$ cat config.mk
export PLATFORM = sky130hd
export DESIGN_NAME = uart_frame_collector
export DESIGN_NICKNAME = d
export VERILOG_FILES = /design/src/rtl/uart_pkg.sv /design/src/rtl/uart_idle_timer.sv /design/src/rtl/uart_frame_collector.sv
export SDC_FILE = /design/constraint.sdc
export NUM_CORES = 1
export LEC_CHECK = 0
export ABC_AREA = 1
export CAP_MARGIN = 10
export CELL_PAD_IN_SITES_DETAIL_PLACEMENT = 1
export CELL_PAD_IN_SITES_GLOBAL_PLACEMENT = 1
export CORE_ASPECT_RATIO = 0.5
export CORE_UTILIZATION = 35
export CTS_CLUSTER_SIZE = 20
export DETAILED_ROUTE_END_ITERATION = 8
export GPL_ROUTABILITY_DRIVEN = 0
export PLACE_DENSITY = 0.75
export SLEW_MARGIN = 20
export SYNTH_ARGS = -nofsm -noshare
export SYNTH_HDL_FRONTEND = slang
export SYNTH_SLANG_ARGS = --single-unit
export TNS_END_PERCENT = 30
$ cat constraint.sdc
create_clock -name clk -period 1.5 [get_ports clk]
set_input_delay 0.15 -clock clk [delete_from_list [all_inputs] [get_ports clk]]
set_output_delay 0.15 -clock clk [all_outputs]
set_load 0.01 [all_outputs]
$ cat src/rtl/uart_pkg.sv
// Shared UART constants and the frame collector state encoding.
// Latency: n/a (package only).
// Backpressure: n/a (package only).
package uart_pkg;

  // Frame terminator bytes, also used by the transmit data generator.
  localparam logic [7:0] ASCII_CR = 8'h0D;
  localparam logic [7:0] ASCII_LF = 8'h0A;

  // Frame collector states.
  typedef enum logic [1:0] {
    IDLE    = 2'd0,
    RECV    = 2'd1,
    GOT_CR  = 2'd2,
    DISCARD = 2'd3
  } state_e;

endpackage

$ cat src/rtl/uart_idle_timer.sv
// Inter-byte idle timer: pulses expire_o on the cycle the count reaches TIMEOUT_CYC-1.
// Latency: expire_o is combinational from the count register; count restarts after expiry.
// Backpressure: none; clr_i has priority over en_i and suppresses expiry that cycle.
module uart_idle_timer #(
  parameter int unsigned TIMEOUT_CYC = 1000000
) (
  input  logic clk,
  input  logic rst,
  input  logic clr_i,
  input  logic en_i,
  output logic expire_o
);

  // TIMEOUT_CYC-1 is the largest value the counter holds.
  localparam int unsigned CNT_W = (TIMEOUT_CYC > 1) ? $clog2(TIMEOUT_CYC) : 1;
  localparam logic [CNT_W-1:0] LAST = CNT_W'(TIMEOUT_CYC - 1);

  logic [CNT_W-1:0] cnt_q, cnt_d;

  // A clear on the same cycle wins, so a byte arriving at expiry keeps the frame alive.
  assign expire_o = en_i && !clr_i && (cnt_q == LAST);

  // Next count: restart on clear, when disabled, or after firing.
  always_comb begin
    cnt_d = cnt_q + CNT_W'(1);
    if (clr_i || !en_i || expire_o) begin
      cnt_d = '0;
    end
  end

  // Count register.
  always_ff @(posedge clk) begin
    if (rst) begin
      cnt_q <= '0;
    end else begin
      cnt_q <= cnt_d;
    end
  end

endmodule

$ cat src/rtl/uart_frame_collector.sv
// Assembles CR LF terminated frames from received bytes into an external buffer at 0..N-1.
// Latency: buffer write and frame_done/frame_err pulses are registered, one cycle after rx_valid.
// Backpressure: none; accepts one byte per cycle, overflow bytes are discarded until LF.
module uart_frame_collector
  import uart_pkg::*;
#(
  parameter int unsigned MAX_LEN     = 32,
  parameter int unsigned ADDR_W      = 5,
  parameter int unsigned TIMEOUT_CYC = 1000000
) (
  input  logic              clk,
  input  logic              rst,
  input  logic [7:0]        rx_data,
  input  logic              rx_valid,
  output logic              buf_wr_en,
  output logic [ADDR_W-1:0] buf_wr_addr,
  output logic [7:0]        buf_wr_data,
  output logic [7:0]        frame_len,
  output logic              frame_done,
  output logic              frame_err,
  output logic              busy
);

  localparam logic [7:0] MAX_LEN_B = 8'(MAX_LEN);

  state_e            state_q, state_d;
  logic [7:0]        len_q, len_d;
  logic              wr_en_q, wr_en_d;
  logic [ADDR_W-1:0] wr_addr_q, wr_addr_d;
  logic [7:0]        wr_data_q, wr_data_d;
  logic [7:0]        frame_len_q, frame_len_d;
  logic              done_q, done_d;
  logic              err_q, err_d;
  logic              tmr_expire;

  // Timer runs only while a frame is open and restarts on every received byte.
  uart_idle_timer #(
    .TIMEOUT_CYC(TIMEOUT_CYC)
  ) u_idle_timer (
    .clk     (clk),
    .rst     (rst),
    .clr_i   (rx_valid || (state_q == IDLE)),
    .en_i    (state_q != IDLE),
    .expire_o(tmr_expire)
  );

  // Next state, length counter and registered write/pulse outputs.
  always_comb begin
    state_d     = state_q;
    len_d       = len_q;
    wr_en_d     = 1'b0;
    wr_addr_d   = wr_addr_q;
    wr_data_d   = wr_data_q;
    frame_len_d = frame_len_q;
    done_d      = 1'b0;
    err_d       = 1'b0;

    if (rx_valid) begin
      unique case (state_q)
        IDLE: begin
          if (rx_data == ASCII_CR) begin
            len_d   = 8'd0;
            state_d = GOT_CR;
          end else if (rx_data != ASCII_LF) begin
            wr_en_d   = 1'b1;
            wr_addr_d = '0;
            wr_data_d = rx_data;
            len_d     = 8'd1;
            state_d   = RECV;
          end
        end
        RECV: begin
          if (rx_data == ASCII_CR) begin
            state_d = GOT_CR;
          end else if (len_q == MAX_LEN_B) begin
            state_d = DISCARD;
          end else begin
            wr_en_d   = 1'b1;
            wr_addr_d = len_q[ADDR_W-1:0];
            wr_data_d = rx_data;
            len_d     = len_q + 8'd1;
          end
        end
        GOT_CR: begin
          if (rx_data == ASCII_LF) begin
            // An empty CR LF closes silently.
            if (len_q != 8'd0) begin
              frame_len_d = len_q;
              done_d      = 1'b1;
            end
            state_d = IDLE;
          end else if (rx_data != ASCII_CR) begin
            err_d   = 1'b1;
            state_d = IDLE;
          end
        end
        DISCARD: begin
          if (rx_data == ASCII_LF) begin
            err_d   = 1'b1;
            state_d = IDLE;
          end
        end
        default: state_d = IDLE;
      endcase
    end else if (tmr_expire) begin
      err_d   = 1'b1;
      state_d = IDLE;
    end
  end

  // State and output registers.
  always_ff @(posedge clk) begin
    if (rst) begin
      state_q     <= IDLE;
      len_q       <= 8'd0;
      wr_en_q     <= 1'b0;
      wr_addr_q   <= '0;
      wr_data_q   <= 8'd0;
      frame_len_q <= 8'd0;
      done_q      <= 1'b0;
      err_q       <= 1'b0;
    end else begin
      state_q     <= state_d;
      len_q       <= len_d;
      wr_en_q     <= wr_en_d;
      wr_addr_q   <= wr_addr_d;
      wr_data_q   <= wr_data_d;
      frame_len_q <= frame_len_d;
      done_q      <= done_d;
      err_q       <= err_d;
    end
  end

  assign buf_wr_en   = wr_en_q;
  assign buf_wr_addr = wr_addr_q;
  assign buf_wr_data = wr_data_q;
  assign frame_len   = frame_len_q;
  assign frame_done  = done_q;
  assign frame_err   = err_q;
  assign busy        = (state_q != IDLE);

endmodule

==> flow_metrics.py <==
metrics = {
    "outcome": {
        "outcome": "complete, but fails checks",
        "violations": "negative setup slack",
    },
    "synthesis": {
        "seq_area_frac_synth": 0.418,
        "synth_seq_cells": 54,
        "async_flop_share": 0,
        "synth_edf_count": 0,
        "synthCells": 371,
        "post_synth_num_cell_types": 29,
        "ys_warn_count": 0,
        "synth_area_sq_um": 2590,
        "ys.flop_type": "dfxtp_1",
        "syn_area_per_cell_sq_um": 6.97,
        "synth_nets": 385,
    },
    "grt": {
        "antenna_found_initial": 0,
        "gr-total-overflow": 0,
        "grtUsageTotal": 0.200,
        "grt_pass1_wl_um": 12100,
        "first_global_vias": 2627,
        "grt_max_degree": 29,
    },
    "final_layout": {
        "nets": 465,
        "utilization": 0.550,
        "layout_common_cells": "nor2_1, nand2_1, dfxtp_1",
        "multiInputGateArea_sq_um": 1530,
        "regArea_sq_um": 1090,
        "design_area_sq_um": 3800,
        "final_common_cell": "nor2_1",
        "antenna_cells": 0,
        "drive_gt1_frac": 0.308,
        "area_growth_pct": 47.0,
        "n_fill_cell": 863,
    },
    "critical_path": {
        "worstSetupStartpointType": "register",
        "cp_data_arrival_time_ns": 1.69,
        "cp-end-kind": "register",
        "path_max_fanout": 7,
        "critPathKind": "register to register",
        "crit_required_ns": 1.68,
    },
    "clock_network": {
        "ctsRootBufferMaster": "clkbuf_16",
        "cts_sinks": 54,
        "cts_hold_buf": 0,
        "clock_latency_ns": 0.29,
        "clk_pin_slew_ns": 0.07,
        "htreeDepth": 2,
        "cts_made_buffers": 5,
        "cts_buffer_depth": 2,
        "cts_tree": "built",
    },
    "routing": {
        "route.detailed.drc": 0,
        "wl_per_cell_um": 15.3,
        "drt_iter0_markers": 140,
        "firstDrtPassIters": 4,
        "vias_per_cell": 4.96,
        "final_antenna_net_count": 0,
        "vias": 2695,
        "wl_um": 8290,
    },
    "timing": {
        "whs_ns": 0.150,
        "finalCritPeriodShare": 1.01,
        "max_slew_margin": 0.778,
        "clock_skew_ns": 0.00283,
        "slew_violations": 0,
        "setup_viol": 1,
        "rsz0062_at_grt": "true",
        "clock.fmax_ghz": 0.661,
        "hold_viol_final": 0,
        "fin_crit_ns": 1.51,
        "tightest_slew_ns": 0.330,
        "setup_ws_ns": -0.0120,
    },
    "job": {
        "cap_viol_max_count": 0,
    },
    "place": {
        "hpwl_um": 5380,
        "pre_cts_slack_ns": -0.369,
        "placed_cell_area_sq_um": 3270,
        "io_buffers": 35,
    },
    "floorplanning": {
        "initial_core_util": 0.374,
        "rows": 21,
        "dieWidth_um": 124,
        "core_area_sq_um": 6910,
        "die_area_sq_um": 7760,
        "die_h_um": 62.8,
        "io_pins": 36,
    },
    "power_and_ir_drop": {
        "vdd_drop_max_v": 0.000433,
        "power_leakage_nw": 1.63,
        "power_density_nw_per_um2": 851,
        "p_total_mw": 3.24,
    },
    "min_path": {
        "hold_class": "input port to register",
    },
}
-- where the power goes --
group	internal (mW)	leakage (nW)	switching, mW
registers	1.48	0.442	0.0399
logic	0.279	1.12	0.320
clock network	0.612	0.0640	0.503
total	2.37	1.63	0.863
-- synthesized netlist by cell type (2+ instances only) --
cell,instances,area [sq um]
dfxtp_1,54,1080
xor2_1,5,43.8
nor2_2,14,87.6
ha_1,3,37.5
inv_1,35,131
nand4_1,7,43.8
o21ai_0,25,125
nor2_1,78,293
nor2_4,4,45.0
nand2_1,72,270
a21oi_1,18,90.1
inv_2,9,33.8
nand3_1,12,60.1
o21ai_1,2,10.0
nand2_2,5,31.3
nand3_2,4,40.0
nor3_1,6,30.0
nor3b_1,3,22.5
a211oi_1,2,15.0
clkbuf_1,3,11.3
xnor2_1,2,17.5
-- kinds of logic after synthesis --
kind of cell    synth area share
xor+xnor                  0.0237
fa+ha+maj                 0.0145
buf+inv                   0.0827
flops                      0.418
compound gates            0.0953
simple gates               0.366
-- path summary, 6_finish.rpt --
path,slack [ns],to,from,cells past startpoint
setup / recovery,-0.01,buf_wr_data[3],len_q[1],12
hold / removal,0.15,buf_wr_data[6],rx_data[6],3
setup reg to reg,-0.01,buf_wr_data[3],len_q[1],12
hold reg to reg,0.48,len_q[6],len_q[6],2
-- state kept, by name, indices dropped and copies added, names as in the netlist --
register and flops:
state_q 2, u_idle_timer.cnt_q 20, buf_wr_addr 5, frame_done 1, frame_err 1, len_q 8, buf_wr_en 1, buf_wr_data 8
frame_len 8
-- timing repair --
item                                    4_1_cts  5_1_grt
pin swaps                                     3       28
cloned                                        1        3
setup buffers                                 0        7
gates resized for setup                      20       80
endpoints found under the setup margin       34       44
-- critical path, stage by stage, from the launching register on --
cell and delay [ns]:
dfxtp_2 0.33, inv_2 0.08, ha_4 0.14, nand2_4 0.05, nor2_4 0.13, nand2_2 0.09
nand3_2 0.09, nand2_4 0.07, nand2_8 0.12, buf_12 0.12, inv_8 0.05, nor2_2 0.09
nor2_1 0.05
-- routing by layer --
metal | global-route usage | share of wire | up-vias
met2 | 0.358 | 0.50 | 49
met1 | 0.237 | 0.45 | 1301
li1 | - | - | 1327
met4 | 0.0542 | 0.024 | 0
met5 | 0 | 0 | -
met3 | 0.0456 | 0.032 | 18
-- layout make-up --
cell class | count | share of cell area
Inverter | 45 | 0.0497
Sequential cell | 54 | 0.287
Tap cell | 92 | 0.0303
Timing Repair Buffer | 76 | 0.192
Clock buffer | 7 | 0.0349
Multi-Input combinational cell | 268 | 0.403
Timing Repair inverter | 1 | 0.00296
-- stage by stage --
| stage | setup TNS, ns | std cells |
|---|---|---|
| 2_1_floorplan | 0 | 371 |
| 3_3_place_gp | -6.67 | 525 |
| 3_5_place_dp | -10.71 | 525 |
| 4_1_cts | -0.0576 | 533 |
| 5_1_grt | -1.33 | 543 |
| 6_report | -0.0120 | 543 |
No activity file was read; power rests on OpenSTA's default activity.
